## src/rtl/dot11_tx_pkg.sv

```systemverilog
`default_nettype none
// ============================================================================
// dot11_tx_pkg : FSM encodings, scrambler seed constant and seed-step helper
//                shared by the 802.11 transmit scheduler.
// Rev 1.0
// ============================================================================
package dot11_tx_pkg;

  typedef logic [2:0] state_t;

  localparam state_t ST_IDLE         = 3'd0;
  localparam state_t ST_START        = 3'd1;
  localparam state_t ST_WAIT_STARTED = 3'd2;
  localparam state_t ST_WAIT_DONE    = 3'd3;
  localparam state_t ST_GAP          = 3'd4;

  localparam logic [6:0] SCRAM_SEED_INIT = 7'h7F;

  // One step of x^7+x^4+1; the all-zero state would lock the scrambler.
  function automatic logic [6:0] scram_step(input logic [6:0] s);
    logic [6:0] n;
    n = {s[5:0], s[6] ^ s[3]};
    return (n == 7'h00) ? SCRAM_SEED_INIT : n;
  endfunction

endpackage
`default_nettype wire

```

## src/rtl/dot11_tx_sched_if.sv

```systemverilog
`default_nettype none
// ============================================================================
// dot11_tx_sched_if : scheduler <-> OFDM transmitter control and seed bus.
// Rev 1.0
// ============================================================================
interface dot11_tx_sched_if;

  logic       phy_tx_start;
  logic       phy_tx_started;
  logic       phy_tx_done;
  logic [6:0] init_data_scram_state;
  logic [6:0] init_pilot_scram_state;

  modport master (
    output phy_tx_start,
    output init_data_scram_state,
    output init_pilot_scram_state,
    input  phy_tx_started,
    input  phy_tx_done
  );

  modport slave (
    input  phy_tx_start,
    input  init_data_scram_state,
    input  init_pilot_scram_state,
    output phy_tx_started,
    output phy_tx_done
  );

endinterface
`default_nettype wire

```

## src/rtl/dot11_tx_sched_rr_arbiter.sv

```systemverilog
`default_nettype none
// ============================================================================
// rr_arbiter : combinational round-robin pick, searching upward from i_rr_ptr.
// Rev 1.0
// ============================================================================
module rr_arbiter #(
  parameter int NUM_Q = 4,
  parameter int QW    = $clog2(NUM_Q)
) (
  input  wire logic [NUM_Q-1:0] i_req,
  input  wire logic [QW-1:0]    i_rr_ptr,
  output logic      [NUM_Q-1:0] o_winner_oh,
  output logic      [QW-1:0]    o_winner_idx,
  output logic                  o_valid
);

  logic [QW-1:0] w_cand;
  logic [QW-1:0] w_idx;
  logic          w_found;

  // NUM_Q is a power of two, so QW-bit addition wraps exactly at NUM_Q.
  always_comb begin
    w_cand  = '0;
    w_idx   = '0;
    w_found = 1'b0;
    for (int i = 0; i < NUM_Q; i++) begin
      w_cand = i_rr_ptr + QW'(i);
      if (!w_found && i_req[w_cand]) begin
        w_found = 1'b1;
        w_idx   = w_cand;
      end
    end
  end

  always_comb begin
    o_winner_oh        = '0;
    o_winner_oh[w_idx] = w_found;
  end

  assign o_winner_idx = w_idx;
  assign o_valid      = w_found;

endmodule
`default_nettype wire

```

## src/rtl/dot11_tx_sched.sv

```systemverilog
`default_nettype none
// ============================================================================
// dot11_tx_sched : round-robin transmit scheduler driving one OFDM PHY,
//                  with start/done timeouts, inter-packet gap and seed update.
// Rev 1.0
// ============================================================================
module dot11_tx_sched
  import dot11_tx_pkg::*;
#(
  parameter int NUM_Q = 4,
  parameter int QW    = $clog2(NUM_Q)
) (
  input  wire logic             clk,
  input  wire logic             rstn,
  input  wire logic             enable,
  input  wire logic [NUM_Q-1:0] req,
  output logic      [NUM_Q-1:0] grant,
  output logic      [NUM_Q-1:0] done,
  output logic      [NUM_Q-1:0] err,
  output logic      [QW-1:0]    active_q,
  output logic                  busy,
  input  wire logic [15:0]      start_timeout,
  input  wire logic [23:0]      done_timeout,
  input  wire logic [7:0]       gap_cycles,
  dot11_tx_sched_if.master      phy
);

  state_t           r_state;
  logic [NUM_Q-1:0] r_grant;
  logic [NUM_Q-1:0] r_done;
  logic [NUM_Q-1:0] r_err;
  logic [QW-1:0]    r_active_q;
  logic [QW-1:0]    r_rr_ptr;
  logic [23:0]      r_timer;
  logic [6:0]       r_seed;
  logic             r_armed;

  logic [NUM_Q-1:0] w_win_oh;
  logic [QW-1:0]    w_win_idx;
  logic             w_win_valid;
  logic [NUM_Q-1:0] w_active_oh;
  logic [23:0]      w_timer_inc;
  logic [7:0]       w_gap_len;
  logic             w_start_expired;
  logic             w_done_expired;
  logic             w_gap_end;

  rr_arbiter #(
    .NUM_Q (NUM_Q),
    .QW    (QW)
  ) u_rr_arbiter (
    .i_req        (req),
    .i_rr_ptr     (r_rr_ptr),
    .o_winner_oh  (w_win_oh),
    .o_winner_idx (w_win_idx),
    .o_valid      (w_win_valid)
  );

  always_comb begin
    w_active_oh             = '0;
    w_active_oh[r_active_q] = 1'b1;
  end

  // w_timer_inc counts the current cycle too, so a limit of N fires on cycle N.
  assign w_timer_inc     = (r_timer == 24'hFF_FFFF) ? r_timer : r_timer + 24'd1;
  assign w_gap_len       = (gap_cycles == 8'd0) ? 8'd1 : gap_cycles;
  assign w_start_expired = (start_timeout != 16'd0) && (w_timer_inc >= {8'd0, start_timeout});
  assign w_done_expired  = (done_timeout != 24'd0) && (w_timer_inc >= done_timeout);
  assign w_gap_end       = (w_timer_inc >= {16'd0, w_gap_len});

  always_ff @(posedge clk or negedge rstn) begin
    if (!rstn) begin
      r_state    <= ST_IDLE;
      r_grant    <= '0;
      r_done     <= '0;
      r_err      <= '0;
      r_active_q <= '0;
      r_rr_ptr   <= '0;
      r_timer    <= '0;
      r_seed     <= SCRAM_SEED_INIT;
      r_armed    <= 1'b0;
    end else begin
      r_grant <= '0;
      r_done  <= '0;
      r_err   <= '0;
      // Holds off the first grant until the second edge after reset release.
      r_armed <= 1'b1;

      case (r_state)
        ST_IDLE: begin
          if (r_armed && enable && w_win_valid) begin
            r_grant    <= w_win_oh;
            r_active_q <= w_win_idx;
            r_rr_ptr   <= w_win_idx + 1'b1;
            r_timer    <= '0;
            r_state    <= ST_START;
          end
        end

        ST_START: begin
          r_state <= ST_WAIT_STARTED;
        end

        ST_WAIT_STARTED: begin
          if (phy.phy_tx_started && phy.phy_tx_done) begin
            r_done  <= w_active_oh;
            r_seed  <= scram_step(r_seed);
            r_timer <= '0;
            r_state <= ST_GAP;
          end else if (phy.phy_tx_started) begin
            r_timer <= '0;
            r_state <= ST_WAIT_DONE;
          end else if (w_start_expired) begin
            r_err   <= w_active_oh;
            r_timer <= '0;
            r_state <= ST_GAP;
          end else begin
            r_timer <= w_timer_inc;
          end
        end

        ST_WAIT_DONE: begin
          if (phy.phy_tx_done) begin
            r_done  <= w_active_oh;
            r_seed  <= scram_step(r_seed);
            r_timer <= '0;
            r_state <= ST_GAP;
          end else if (w_done_expired) begin
            r_err   <= w_active_oh;
            r_timer <= '0;
            r_state <= ST_GAP;
          end else begin
            r_timer <= w_timer_inc;
          end
        end

        ST_GAP: begin
          if (w_gap_end) begin
            r_timer <= '0;
            r_state <= ST_IDLE;
          end else begin
            r_timer <= w_timer_inc;
          end
        end

        default: begin
          r_timer <= '0;
          r_state <= ST_IDLE;
        end
      endcase
    end
  end

  assign grant    = r_grant;
  assign done     = r_done;
  assign err      = r_err;
  assign active_q = r_active_q;
  assign busy     = (r_state != ST_IDLE);

  assign phy.phy_tx_start           = (r_state == ST_START) || (r_state == ST_WAIT_STARTED);
  assign phy.init_data_scram_state  = r_seed;
  assign phy.init_pilot_scram_state = SCRAM_SEED_INIT;

endmodule
`default_nettype wire

```

## src/flat_wrapper.sv

```systemverilog
// flat-port wrapper written by rule: the top's interface ports become plain ports
module dot11_tx_sched_flat import dot11_tx_pkg::*;
#(
  parameter int NUM_Q = 4,
  parameter int QW    = $clog2(NUM_Q)
)
  (clk, rstn, enable, req, grant, done, err, active_q, busy, start_timeout, done_timeout, gap_cycles, phy_phy_tx_start, phy_init_data_scram_state, phy_init_pilot_scram_state, phy_phy_tx_started, phy_phy_tx_done);
  dot11_tx_sched_if phy_i ();
  input  wire logic clk;
  input  wire logic rstn;
  input  wire logic enable;
  input  wire logic [NUM_Q-1:0] req;
  output logic      [NUM_Q-1:0] grant;
  output logic      [NUM_Q-1:0] done;
  output logic      [NUM_Q-1:0] err;
  output logic      [QW-1:0] active_q;
  output logic busy;
  input  wire logic [15:0] start_timeout;
  input  wire logic [23:0] done_timeout;
  input  wire logic [7:0] gap_cycles;
  output wire logic [$bits(phy_i.phy_tx_start)-1:0] phy_phy_tx_start;
  output wire logic [$bits(phy_i.init_data_scram_state)-1:0] phy_init_data_scram_state;
  output wire logic [$bits(phy_i.init_pilot_scram_state)-1:0] phy_init_pilot_scram_state;
  input wire logic [$bits(phy_i.phy_tx_started)-1:0] phy_phy_tx_started;
  input wire logic [$bits(phy_i.phy_tx_done)-1:0] phy_phy_tx_done;
  assign phy_phy_tx_start = phy_i.phy_tx_start;
  assign phy_init_data_scram_state = phy_i.init_data_scram_state;
  assign phy_init_pilot_scram_state = phy_i.init_pilot_scram_state;
  assign phy_i.phy_tx_started = phy_phy_tx_started;
  assign phy_i.phy_tx_done = phy_phy_tx_done;
  dot11_tx_sched #(.NUM_Q(NUM_Q), .QW(QW)) u_core (.clk(clk), .rstn(rstn), .enable(enable), .req(req), .grant(grant), .done(done), .err(err), .active_q(active_q), .busy(busy), .start_timeout(start_timeout), .done_timeout(done_timeout), .gap_cycles(gap_cycles), .phy(phy_i));
endmodule
```

## config.mk

```make
export PLATFORM = sky130hd
export DESIGN_NAME = dot11_tx_sched_flat
export DESIGN_NICKNAME = d
export VERILOG_FILES = /design/src/rtl/dot11_tx_pkg.sv /design/src/rtl/dot11_tx_sched_if.sv /design/src/rtl/dot11_tx_sched_rr_arbiter.sv /design/src/rtl/dot11_tx_sched.sv /design/src/flat_wrapper.sv
export SDC_FILE = /design/constraint.sdc
export NUM_CORES = 1
export LEC_CHECK = 0
export ABC_AREA = 1
export CAP_MARGIN = 20
export CORE_UTILIZATION = 45
export DETAILED_ROUTE_END_ITERATION = 16
export HOLD_SLACK_MARGIN = 0.08
export PLACE_DENSITY = 0.71
export SKIP_CTS_REPAIR_TIMING = 1
export SLEW_MARGIN = 20
export SYNTH_ARGS = -nofsm -noshare
export SYNTH_HDL_FRONTEND = slang
export SYNTH_SLANG_ARGS = --single-unit
```

## constraint.sdc

```tcl
create_clock -name clk -period 4.2 [get_ports clk]
set_clock_uncertainty 0.05 [all_clocks]
set_input_delay 0.42 -clock clk [delete_from_list [all_inputs] [get_ports clk]]
set_output_delay 0.42 -clock clk [all_outputs]
set_load 0.02 [all_outputs]
```

* Yosys cells after proc, flatten, opt, wreduce, memory -nomap -nowiden
Index checks and enable logic that the tools add are counted.
** Word-level totals
- Register bits :: 51
- Bits of input ports :: 57
- Output and inout port bits :: 30
- Logic and storage cells :: 117
** Cells by class
- Add/subtract/negate cells :: 5
- Order comparisons :: 11
- Equality and inequality tests :: 11
- Muxes and demuxes :: 53
- Bitwise logic cells :: 3
- Reduce and logical (&&, ||, !) cells :: 25
** Operators by type and width (count)
- two-way mux 24 bit :: 8
- case mux 24 bit (5 select lines) :: 1
- two-way mux 4 bit :: 9
- adder 24 x 1 -> 24 bit (second input constant) :: 1
- == test 24 bit (second input constant) :: 1
- greater-or-equal comparator 24 x 16 -> 1 bit :: 1
- greater-or-equal comparator 24 bit :: 1
- greater-or-equal comparator 24 x 8 -> 1 bit :: 1
- nonzero test 24 bit :: 1
- two-way mux 3 bit :: 7
- two-way mux 7 bit :: 3
- < comparator 2 x 3 -> 1 bit (second input constant) :: 6
- case mux 4 bit (2 select lines) :: 2
- nonzero test 16 bit :: 1
- case mux 3 bit (5 select lines) :: 1
- case mux 7 bit (2 select lines) :: 1
- logical AND 1 bit :: 10
- two-way mux 1 bit :: 10
- binary-select mux 1 bit (select 2 bit) :: 4
- zero test 8 bit :: 1
- two-way mux 2 bit :: 4
- two-way mux 8 bit :: 1
- zero test 7 bit :: 1
- == test 3 x 2 -> 1 bit (second input constant) :: 2
- other kinds (21) :: 30

* Depth between registers and ports, before layout
- Depth in word-level cells :: 19
- Depth in mapped cells :: 32
- Depth with buffers taken out :: 30

* By module
A second synthesis with hierarchy kept.
** Unflattened totals
- Cell total of the unflattened synthesis :: 769
- Area, all modules :: 5031.1 um^2
** By module, submodules not included
- dot11_tx_sched :: instances 1, cells an instance 695, area each 4638.2 um^2, sequential area each 1285.0 um^2
- rr_arbiter :: instances 1, cells an instance 74, area each 392.9 um^2, sequential area each 0.0 um^2

* Least setup slack after synthesis
No wires, ideal clock.
- Path type :: register to register
- From :: reg u_core.r_timer[0]
- To :: reg u_core.r_timer[7]
- Library setup time :: 0.076 ns
- Arrival :: 3.211 ns
- Data required time :: 4.074 ns
- Slack :: 0.863 ns
- Cell stages (with the launch flop) :: 30
- Path buffers :: 2
- Clock period less this slack :: 3.337 ns
- Cells stage by stage :: dfrtp_1 -> ha_1 -> inv_1 -> nor2_2 -> nand2_2 -> nor2_4 -> nand2_4 -> buf_4 -> inv_1 -> nor2_1 -> a21oi_1 -> ha_1 -> o21ai_0 -> nand2_1 -> nand2_1 -> nand2_1 -> nand2_1 -> nand2_1 -> nand2_1 -> nand2_1 -> nand2_1 -> nand2_1 -> nand3_1 -> nand3_1 -> o21bai_1 -> nand2_2 -> nand2_4 -> buf_6 -> nand2_1 -> o21ai_1
** Between the ends
- Word-level cells in the longest chain between the ends :: 8
- Elaborated cells between the ends (all ways) :: 15
- Classes of those cells :: add/sub: 1; order compare: 3; eq/ne: 1; mux: 8; reduce/logical: 2
** RTL lines
- from (decl) :: line dot11_tx_sched.sv:34 : logic [23:0] r_timer;
- from (signal assigned) :: line dot11_tx_sched.sv:118 : r_timer <= w_timer_inc;
- from (signal assigned) :: line dot11_tx_sched.sv:133 : r_timer <= w_timer_inc;
- from (signal assigned) :: line dot11_tx_sched.sv:142 : r_timer <= w_timer_inc;
- adder 24 x 1 -> 24 bit / == test 24 bit (equally long branches) :: line dot11_tx_sched.sv:65 : assign w_timer_inc = (r_timer == 24'hFF_FFFF) ? r_timer : r_timer + 24'd1;
- two-way mux 24 bit * :: line dot11_tx_sched.sv:65
- greater-or-equal comparator 24 x 16 -> 1 bit :: line dot11_tx_sched.sv:67 : assign w_start_expired = (start_timeout != 16'd0) && (w_timer_inc >= {8'd0, start_timeout});
- logical AND 1 bit :: line dot11_tx_sched.sv:67
- two-way mux 24 bit :: line dot11_tx_sched.sv:113 : end else if (w_start_expired) begin
- two-way mux 24 bit :: line dot11_tx_sched.sv:110 : end else if (phy.phy_tx_started) begin
- two-way mux 24 bit :: line dot11_tx_sched.sv:105 : if (phy.phy_tx_started && phy.phy_tx_done) begin
- case mux 24 bit (5 select lines) * :: line dot11_tx_sched.sv:89 : case (r_state)
Mark *: on every way between the ends. The rest lies on a longest branch, timed or not.
A chain may end at the register's enable or synchronous reset.

* Worst setup path in the final report
- From :: reg u_core.r_timer[0]
- To :: reg u_core.r_timer[21]
The elaborated chain is that of the path after synthesis.

==> results.json <==
{
  "yosys-top-cells-area": "dfrtp_1 24%, nand2_1 15%, ha_1 14%",
  "numPortBuffers": 79,
  "synth_top_area_cell": "dfrtp_1",
  "start_kind": "register",
  "drt_wl_total_um": 11700,
  "setup_tns_ps": 0,
  "vias": 4430,
  "status": "completed",
  "cts.clk_slew.worst_paths_ps": 100,
  "ios": 87,
  "critPathBufInv": 2,
  "numCtsBuffers": 5,
  "synth-seq-cells": 51,
  "fillers": 960,
  "finalCritPeriodShare": 0.915,
  "regToRegEndpoint": "u_core.r_timer[21]",
  "htreeDepth": 2,
  "synth-edff-count": 0,
  "postSynthCellCount": 674,
  "synth_top_flop_cell": "dfrtp_1",
  "grt_first_pass_wirelength_um": 19100,
  "startpoint": "u_core.r_timer[0]",
  "ir_drop_uv": 297,
  "hp-class": "in -> async",
  "cts_tree": "yes",
  "die_h_um": 103,
  "crit_fanout": 12,
  "drc": 0,
  "crit_path_max_incr_delay_ps": 450,
  "crit_family": "simple AND/OR/NAND/NOR gates",
  "cpMostUsedCell": "nand2_1",
  "core_um2": 9770,
  "rows": 36,
  "reg2reg_slack_ps": 350,
  "required_ps": 4400,
  "crit_path_end_kind": "register",
  "gr-usage-all-layers": 0.232,
  "fmax_mhz": 260,
  "initial_utilization": 0.465,
  "syn_area_um2": 4550,
  "viasPerCell": 4.97,
  "cts_buffer_depth": 2,
  "p_seq_frac": 0.335,
  "r2r-start": "u_core.r_timer[0]",
  "hold_viol_final": 0,
  "holdWs_ps": 164,
  "worstMarginPinSlew_ps": 863,
  "hpwl_um": 9400,
  "die_w_um": 103,
  "yosysWarnings": 0,
  "min_period_ps": 3850,
  "p_leak_nw": 2.94,
  "synthArstFlopShare": 1.00,
  "max_slew_margin": 0.419,
  "gr-total-overflow": 0,
  "synth.avg_cell_area_um2": 6.75,
  "rsz0062_at_grt": "no",
  "maxCapViolCount": 0,
  "p_sw_frac": 0.458,
  "gp_congestion": 0.895,
  "final_nets": 865,
  "grt_max_degree": 52,
  "wl_per_cell_um": 13.1,
  "crit_path_top_delay_cell": "dfrtp_2",
  "comb_power_share": 0.511,
  "first_pass_iters": 4,
  "ant_nets": 0,
  "ys_seq_area_frac": 0.283,
  "area_growth_syn_to_layout_pct": 22.9,
  "synthTopCellsByCount": "176 x nand2_1, 132 x inv_1, 68 x nor2_1",
  "arrival_ps": 4050,
  "grt_pass1_vias": 4153,
  "drive_above_1_share": 0.0725,
  "cts_root_buffer": "clkbuf_8",
  "antenna_found_initial": 0,
  "p_total_w": 0.00201,
  "power_per_cell_area_nw_per_um2": 359,
  "num_antenna_cells": 0,
  "r2r_cells": 25,
  "cts.sinks": 51,
  "power.internal_w": 0.00109,
  "netSwitchingPower_w": 0.000918,
  "finalSetupViolCount": 0,
  "yosysTopAreaCellShare": 0.242,
  "p_clk_frac": 0.154,
  "ys_types": 43,
  "drv_slew": 0,
  "insertion_delay_ps": 320,
  "drt_iter0_markers": 199,
  "crit_type": "reg -> reg",
  "dieArea_um2": 10500,
  "yosysMostFrequentCell": "nand2_1"
}
==> sequential cells by signal, indices dropped and copies added (netlist names) <==
signal and cells:
u_core.active_q 2, u_core.done 4, u_core.err 4, u_core.grant 4, u_core.phy.init_data_scram_state 7, u_core.r_armed 1, u_core.r_rr_ptr 2, u_core.r_state 3
u_core.r_timer 24
==> worst max-delay path by stage <==
stage	to	depth (start not counted)
after floorplan	u_core.r_timer[7]	29
after global placement	u_core.r_timer[5]	25
after detailed placement	u_core.r_timer[21]	27
after CTS	u_core.r_timer[21]	27
after global routing	u_core.r_timer[21]	27
final	u_core.r_timer[21]	25
==> cells in the final DEF (no fill, tap or decap), drive strengths merged, types with 4 or more instances in the layout <==
master / synthesis / final
clkdlybuf4s50: 0 / 78
xor2: 13 / 13
nor3: 10 / 10
conb: 1 / 8
nor2: 74 / 74
nand2: 185 / 186
ha: 50 / 50
clkbuf: 2 / 5
nor4: 10 / 10
dfrtp: 44 / 44
clkinv: 2 / 4
inv: 135 / 135
nand4: 14 / 14
dfstp: 7 / 7
buf: 12 / 5
nand3: 31 / 31
a21oi: 23 / 23
o21ai: 40 / 40
==> layout make-up <==
type	instances	area [um2]	area share
sequential	51	1290	0.230
clock buffer	5	68.8	0.0123
multi-input combinational	480	2710	0.485
clock inverter	3	25.0	0.00448
tap	133	166	0.0298
timing repair buffer	83	816	0.146
inverter	137	515	0.0922
==> routing by layer <==
layer	share of wire	track usage	up-vias	routed length, um
met1	0.48	0.309	2043	5560
met3	0.031	0.0251	15	360
li1	-	-	2279	-
met5	0	0	-	0
met4	0.019	0.0692	0	221
met2	0.47	0.396	93	5560
==> stage by stage <==
step / setup WS (ps) / utilization / instances / instance area, um2
after detailed placement: 131 / 0.557 / 883 / 5450
after global routing: 7.00 / 0.572 / 892 / 5590
final: 355 / 0.572 / 892 / 5590
after CTS: 102 / 0.567 / 891 / 5540
after global placement: 266 / 0.557 / 883 / 5450
after floorplan: 863 / - / 681 / 4570
==> cells by family after synthesis <==
| group | after synthesis | share of synthesized area |
|---|---|---|
| adder cells (fa/ha/maj) | 50 | 0.138 |
| buffers and inverters | 151 | 0.137 |
| multiplexers | 3 | 0.00660 |
| flip-flops | 51 | 0.283 |
| AND/OR/NAND/NOR | 326 | 0.312 |
| AO/OA/AOI/OAI | 78 | 0.0960 |
| XOR/XNOR | 14 | 0.0270 |
| other | 1 | 0.000825 |
==> power groups by stage <==
stage	Combinational [W]	Clock, W	Sequential (W)
5_1_grt	0.00115	0.000334	0.000684
4_1_cts	0.00100	0.000310	0.000671
2_1_floorplan	0.000631	0	0.000715
3_3_place_gp	0.000964	0	0.000676
3_5_place_dp	0.000996	0	0.000680
6_report	0.00103	0.000308	0.000672
(Power assumes the default switching activity.)
